<file path="src/rtl/lcd_host_seq.sv">
// Host side of the LCD controller link: image ROM source, command issuer, IRAM capture.
// Optional protocol checker enabled by defining LCD_HOST_CHK_EN.
module lcd_host_seq #(
  parameter int CQ_DEPTH = 16,
  parameter int CQ_AW    = 4
) (
  input  logic       clk,
  input  logic       reset,
  input  logic       ld_we,
  input  logic [5:0] ld_addr,
  input  logic [7:0] ld_data,
  input  logic       cq_push,
  input  logic [3:0] cq_data,
  output logic       cq_full,
  input  logic       start,
  input  logic       IROM_rd,
  input  logic [5:0] IROM_A,
  output logic [7:0] IROM_Q,
  output logic [3:0] cmd,
  output logic       cmd_valid,
  input  logic       busy,
  input  logic       done,
  input  logic       IRAM_valid,
  input  logic [5:0] IRAM_A,
  input  logic [7:0] IRAM_D,
  input  logic [5:0] rd_addr,
  output logic [7:0] rd_data,
  output logic       run_done,
  output logic       err
);

  typedef enum logic [2:0] {
    S_IDLE,
    S_LOAD,
    S_ISSUE,
    S_GAP,
    S_DRAIN,
    S_FIN
  } state_t;

  state_t state, state_nx;

  logic [7:0] rom [64];
  logic [7:0] cap [64];
  logic [3:0] fifo [CQ_DEPTH];

  logic [CQ_AW-1:0] wp, rp;
  logic [CQ_AW:0]   count;
  logic             busy_d;

  logic       empty;
  logic       push_ok;
  logic       push_drop;
  logic       pop;
  logic       go;
  logic       chk_err;
  logic       err_set;
  logic [3:0] head;

  assign empty     = (count == '0);
  assign cq_full   = (32'(count) == CQ_DEPTH);
  assign push_ok   = cq_push && !cq_full;
  assign push_drop = cq_push && cq_full;
  assign head      = fifo[rp];
  assign go        = (state == S_IDLE) && start;
  assign err_set   = push_drop || chk_err;

  assign IROM_Q  = IROM_rd ? rom[IROM_A] : 8'd0;
  assign rd_data = cap[rd_addr];

  always_comb begin
    state_nx = state;
    pop      = 1'b0;
    unique case (state)
      S_IDLE:  if (start) state_nx = S_LOAD;
      S_LOAD:  if (busy_d && !busy) state_nx = S_ISSUE;
      S_ISSUE: begin
        if (!empty && !busy) begin
          pop      = 1'b1;
          state_nx = (head == 4'd0) ? S_DRAIN : S_GAP;
        end
      end
      S_GAP:   state_nx = S_ISSUE;
      S_DRAIN: if (done) state_nx = S_FIN;
      S_FIN:   state_nx = S_IDLE;
      default: state_nx = S_IDLE;
    endcase
  end

  always_ff @(posedge clk or posedge reset) begin
    if (reset) begin
      state     <= S_IDLE;
      busy_d    <= 1'b0;
      cmd       <= 4'd0;
      cmd_valid <= 1'b0;
      run_done  <= 1'b0;
      err       <= 1'b0;
    end else begin
      state     <= state_nx;
      busy_d    <= busy;
      cmd_valid <= pop;
      if (pop) cmd <= head;
      if (go) run_done <= 1'b0;
      else if (state == S_DRAIN && done) run_done <= 1'b1;
      if (go) err <= err_set;
      else if (err_set) err <= 1'b1;
    end
  end

  // Queue bookkeeping; a full queue drops pushes even if it pops this cycle
  always_ff @(posedge clk or posedge reset) begin
    if (reset) begin
      wp    <= '0;
      rp    <= '0;
      count <= '0;
    end else begin
      if (push_ok) wp <= wp + 1'b1;
      if (pop)     rp <= rp + 1'b1;
      unique case ({push_ok, pop})
        2'b10:   count <= count + 1'b1;
        2'b01:   count <= count - 1'b1;
        default: count <= count;
      endcase
    end
  end

  always_ff @(posedge clk) begin
    if (push_ok) fifo[wp] <= cq_data;
    if (ld_we && state == S_IDLE) rom[ld_addr] <= ld_data;
    if (IRAM_valid) cap[IRAM_A] <= IRAM_D;
  end

`ifdef LCD_HOST_CHK_EN
  logic [6:0] wcnt;

  always_ff @(posedge clk or posedge reset) begin
    if (reset) wcnt <= 7'd0;
    else if (go) wcnt <= 7'd0;
    else if (IRAM_valid) wcnt <= wcnt + 7'd1;
  end

  assign chk_err = (IRAM_valid && IRAM_A != wcnt[5:0])
                || (done && wcnt != 7'd64)
                || (busy && cmd_valid);
`else
  assign chk_err = 1'b0;
`endif

endmodule

</file>
<file path="config.mk">
export PLATFORM = sky130hd
export DESIGN_NAME = lcd_host_seq
export DESIGN_NICKNAME = d
export VERILOG_FILES = /design/src/rtl/lcd_host_seq.sv
export SDC_FILE = /design/constraint.sdc
export NUM_CORES = 1
export LEC_CHECK = 0
export BUFFER_PORTS_ARGS = -buffer_cell sky130_fd_sc_hd__buf_2
export CORE_MARGIN = 2
export CORE_UTILIZATION = 38
export CTS_BUF_LIST = sky130_fd_sc_hd__clkbuf_8
export CTS_CLUSTER_DIAMETER = 80
export DETAILED_ROUTE_END_ITERATION = 10
export PLACE_DENSITY = 0.58
export SETUP_SLACK_MARGIN = 0.3
export SLEW_MARGIN = 20
export SYNTH_ARGS = -nofsm -noshare
export SYNTH_HDL_FRONTEND = slang
export SYNTH_SLANG_ARGS = --single-unit
</file>
<file path="constraint.sdc">
create_clock -name clk -period 5 [get_ports clk]
set_input_delay 0.5 -clock clk [delete_from_list [all_inputs] [get_ports clk]]
set_output_delay 0.5 -clock clk [all_outputs]
set_load 0.03 [all_outputs]
</file>
==> impl_metrics.csv <==
group,metric,value,unit
critical_path,end_kind,"output pin",
clock_tree,cts_buffer_depth,3,
critical_path,slowest_stage,"mux4_2",
clock_tree,postCtsSetupRepairBufs,0,
floorplanning,floorplan.initialDensity,0.384,
sta,worst_slew_pin_slew,1.10,ns
run_status,outcome,"completed",
synth,synth_cells,1930,
sta,fin_crit_sh,0.735,
power,power_density,399,mW/mm²
sta,setup_viol,0,
synth,synthFlopType,"edfxtp_1",
cells_and_area,final_common_cell,"edfxtp_1",
sta,min_period,3.67,ns
synth,synth_edf_count,1088,
routing,wl_per_cell,25.4,µm
power,p_sw,4.78,mW
routing,wl,95900,µm
synth,synth_seq_cells,1112,
critical_path,critPathKind,"in2out",
critical_path,cp_top_family,"buffers and inverters",
synth,synth-warning-count,0,
floorplanning,dieArea,0.117,mm²
floorplanning,io_pins,77,
synth,syn_area_per_cell,22.4,µm²
clock_tree,insertion_delay,0.85,ns
place,dp_slack,1.27,ns
critical_path,r2r_slack,1.65,ns
sta,rsz0062_at_grt,"false",
power,switching_share,0.245,
clock_tree,cts_tree,"done",
grt,antenna_found_initial,4,
power,p_leak,15.4,nW
grt,grt_pass1_vias,21100,
floorplanning,die_h,342,µm
clock_tree,cts.sinks,1112,
clock_tree,root_buffer,"clkbuf_8",
critical_path,slowest_delay,0.54,ns
routing,viasPerCell,5.34,
critical_path,reg2regPathDepth,12,
clock_tree,cts.clk_slew.worst_paths,0.06,ns
cells_and_area,fillers,9602,
routing,postRouteAntennaNets,0,
critical_path,required,4.50,ns
place,hpwl,57100,µm
cells_and_area,drive_above_1_share,0.296,
critical_path,r2r-end,"count[4]",
floorplanning,die_w,342,µm
cells_and_area,syn_to_final_growth,12.9,%
place,port-buffer-count,76,
synth,synthArstFlopShare,0.0216,
sta,maxSlewHeadroom,0.264,
sta,fin_worst_skew,0.0349,ns
sta,fin_ws,1.33,ns
synth,synth.yosys.seq_area_share,0.769,
power,power_frac_clock,0.372,
power,p_comb_frac,0.084,
routing,drt-initial-drc-count,1722,
routing,vias,20200,
power,vdd_drop_max,0.232,mV
sta,setup_tns,0,ns
power,p_int,14.7,mW
critical_path,worstPathMaxFanout,43,
sta,hold_violations,0,
min_path,hold_path.class,"in2async",
flow_run,drv_cap,0,
synth,netlist_area,0.0433,mm²
critical_path,path_buf_inv,4,
sta,fmax,272,MHz
synth,synth_nets,1992,
grt,grt_pass1_wl,143000,µm
sta,slew_viol_final,0,
critical_path,crit_chain,"clkbuf_8 -> buf_12 -> buf_12 -> mux4_2 -> mux4_2 -> mux2i_1 -> o21ai_1 -> buf_2",
critical_path,reg2reg_from,"count[1]",
grt,grt_usage,0.166,
place,routabilityCongestion,0.779,
clock_tree,cts_max_level,4,
floorplanning,fp-row-count,123,
critical_path,cp_data_arrival_time,3.17,ns
routing,firstDrtPassIters,5,
routing,route.detailed.drc,0,
floorplanning,core_area,0.113,mm²
power,power_frac_seq,0.544,
cells_and_area,nNetsFinal,2190,
cells_and_area,mostFrequentLayoutCells,"1088 x edfxtp_1, 325 x mux4_2, 181 x clkbuf_8",
grt,grt_start_max_net_pins,65,
grt,overflow,0,
clock_tree,cts_buffers,179,
synth,synth_cell_types,45,
critical_path,startpoint_type,"primary input",
==> through the flow <==
stage / hold slack, ns / utilization / total power, mW / instances / instance area (µm²)
floorplan: 0.482 / - / 11.9 / 1930 / 43300
global placement: 0.486 / 0.403 / 12.4 / 3436 / 45400
detailed placement: 0.495 / 0.403 / 12.4 / 3436 / 45400
CTS: 0.0707 / 0.433 / 19.7 / 3773 / 48800
global route: 0.0687 / 0.433 / 20.3 / 3776 / 48900
finish: 0.106 / 0.433 / 19.5 / 3776 / 48900
==> area by class of cell <==
cell class | count | area [µm²] | share of cell area
clock buffer | 179 | 2460 | 0.0504
antenna | 2 | 5.00 | 0.000102
timing repair buffer | 115 | 852 | 0.0174
tap | 1500 | 1880 | 0.0384
inverter | 10 | 37.5 | 0.000768
sequential | 1112 | 33300 | 0.681
multi-input combinational | 710 | 9540 | 0.195
clock inverter | 148 | 845 | 0.0173
==> timing repair <==
action | in CTS | in global routing
resized for setup | 0 | 0
hold buffers | 10 | 0
endpoints found under the hold margin | 92 | 0
==> cell usage after synthesis, types with 2 or more instances <==
cell / n / area, µm²
buf_1: 14 / 52.6
a211oi_1: 2 / 15.0
or3_1: 3 / 18.8
mux2i_1: 31 / 310
a22o_1: 2 / 17.5
buf_4: 11 / 82.6
nand4_1: 3 / 18.8
mux2_2: 17 / 191
buf_2: 29 / 145
o211ai_1: 2 / 15.0
nor2b_1: 9 / 56.3
a22oi_1: 14 / 105
nand3b_1: 7 / 52.6
nor3_1: 5 / 25.0
or3b_2: 4 / 35.0
mux4_2: 325 / 7320
o21ai_0: 7 / 35.0
a221oi_1: 5 / 43.8
nand2_1: 46 / 173
nand3_1: 8 / 40.0
a21oi_1: 8 / 40.0
xor2_1: 4 / 35.0
o21ai_1: 12 / 60.1
dfrtp_1: 24 / 601
nand2b_1: 4 / 25.0
and2_1: 3 / 18.8
xnor2_1: 8 / 70.1
inv_1: 8 / 30.0
o311ai_1: 2 / 17.5
nor2_1: 159 / 597
clkbuf_1: 44 / 165
edfxtp_1: 1088 / 32700
o22ai_1: 2 / 12.5
ha_1: 9 / 113
==> worst reg2reg max path: stages (launching register included) <==
cell	delay [ns]
dfrtp_1	0.46
nor4_1	0.45
nand2_1	0.13
and2_1	0.31
inv_1	0.14
ha_1	0.33
xor2_1	0.12
ha_1	0.23
o21a_1	0.20
o221a_2	0.27
or3_1	0.31
a21oi_1	0.19
xnor2_1	0.14
==> metal layers <==
layer	routed length (µm)	vias to the layer above	GRT usage
li1	-	8530	-
met1	40200	10800	0.224
met2	48100	655	0.272
met3	4950	190	0.0298
met4	2620	2	0.0549
met5	13	-	0
==> state kept, by name, summed over array words and instances (netlist names) <==
register	cells
wp	4
err	1
busy_d	1
cmd	4
count	5
cmd_valid	1
rom	512
run_done	1
rp	4
fifo	64
state	3
cap	512
==> power groups by stage <==
stage	clock (mW)	combinational, mW	sequential, mW
global route	7.87	1.77	10.6
global placement	0	1.59	10.8
detailed placement	0	1.64	10.8
finish	7.26	1.64	10.6
floorplan	0	1.14	10.7
CTS	7.45	1.66	10.6
==> logic make-up (layout without fill, tap and decap cells) <==
logic type,count (synthesis),after routing,share of synthesized area
other,0,2,0
buffers and inverters,108,452,0.0112
and+or+nand+nor,254,254,0.0251
AOI/OAI and AO/OA,62,62,0.00951
muxes,373,373,0.181
DFF,1112,1112,0.769
xor gates and xnor gates,12,12,0.00243
adders and majority gates,9,9,0.00260
==> worst max path at each step <==
| stage | from | endpoint | slack [ns] | cells past startpoint |
|---|---|---|---|---|
| 3_3_place_gp | rd_addr[0] | rd_data[2] | 1.26 | 8 |
| 3_5_place_dp | rd_addr[0] | rd_data[2] | 1.27 | 8 |
| 6_report | rd_addr[0] | rd_data[2] | 1.33 | 8 |
| 2_1_floorplan | IROM_A[1] | IROM_Q[2] | 1.98 | 7 |
| 5_1_grt | rd_addr[0] | rd_data[4] | 1.13 | 8 |
| 4_1_cts | rd_addr[0] | rd_data[2] | 1.27 | 8 |
Power figures use the tool's default switching activity.
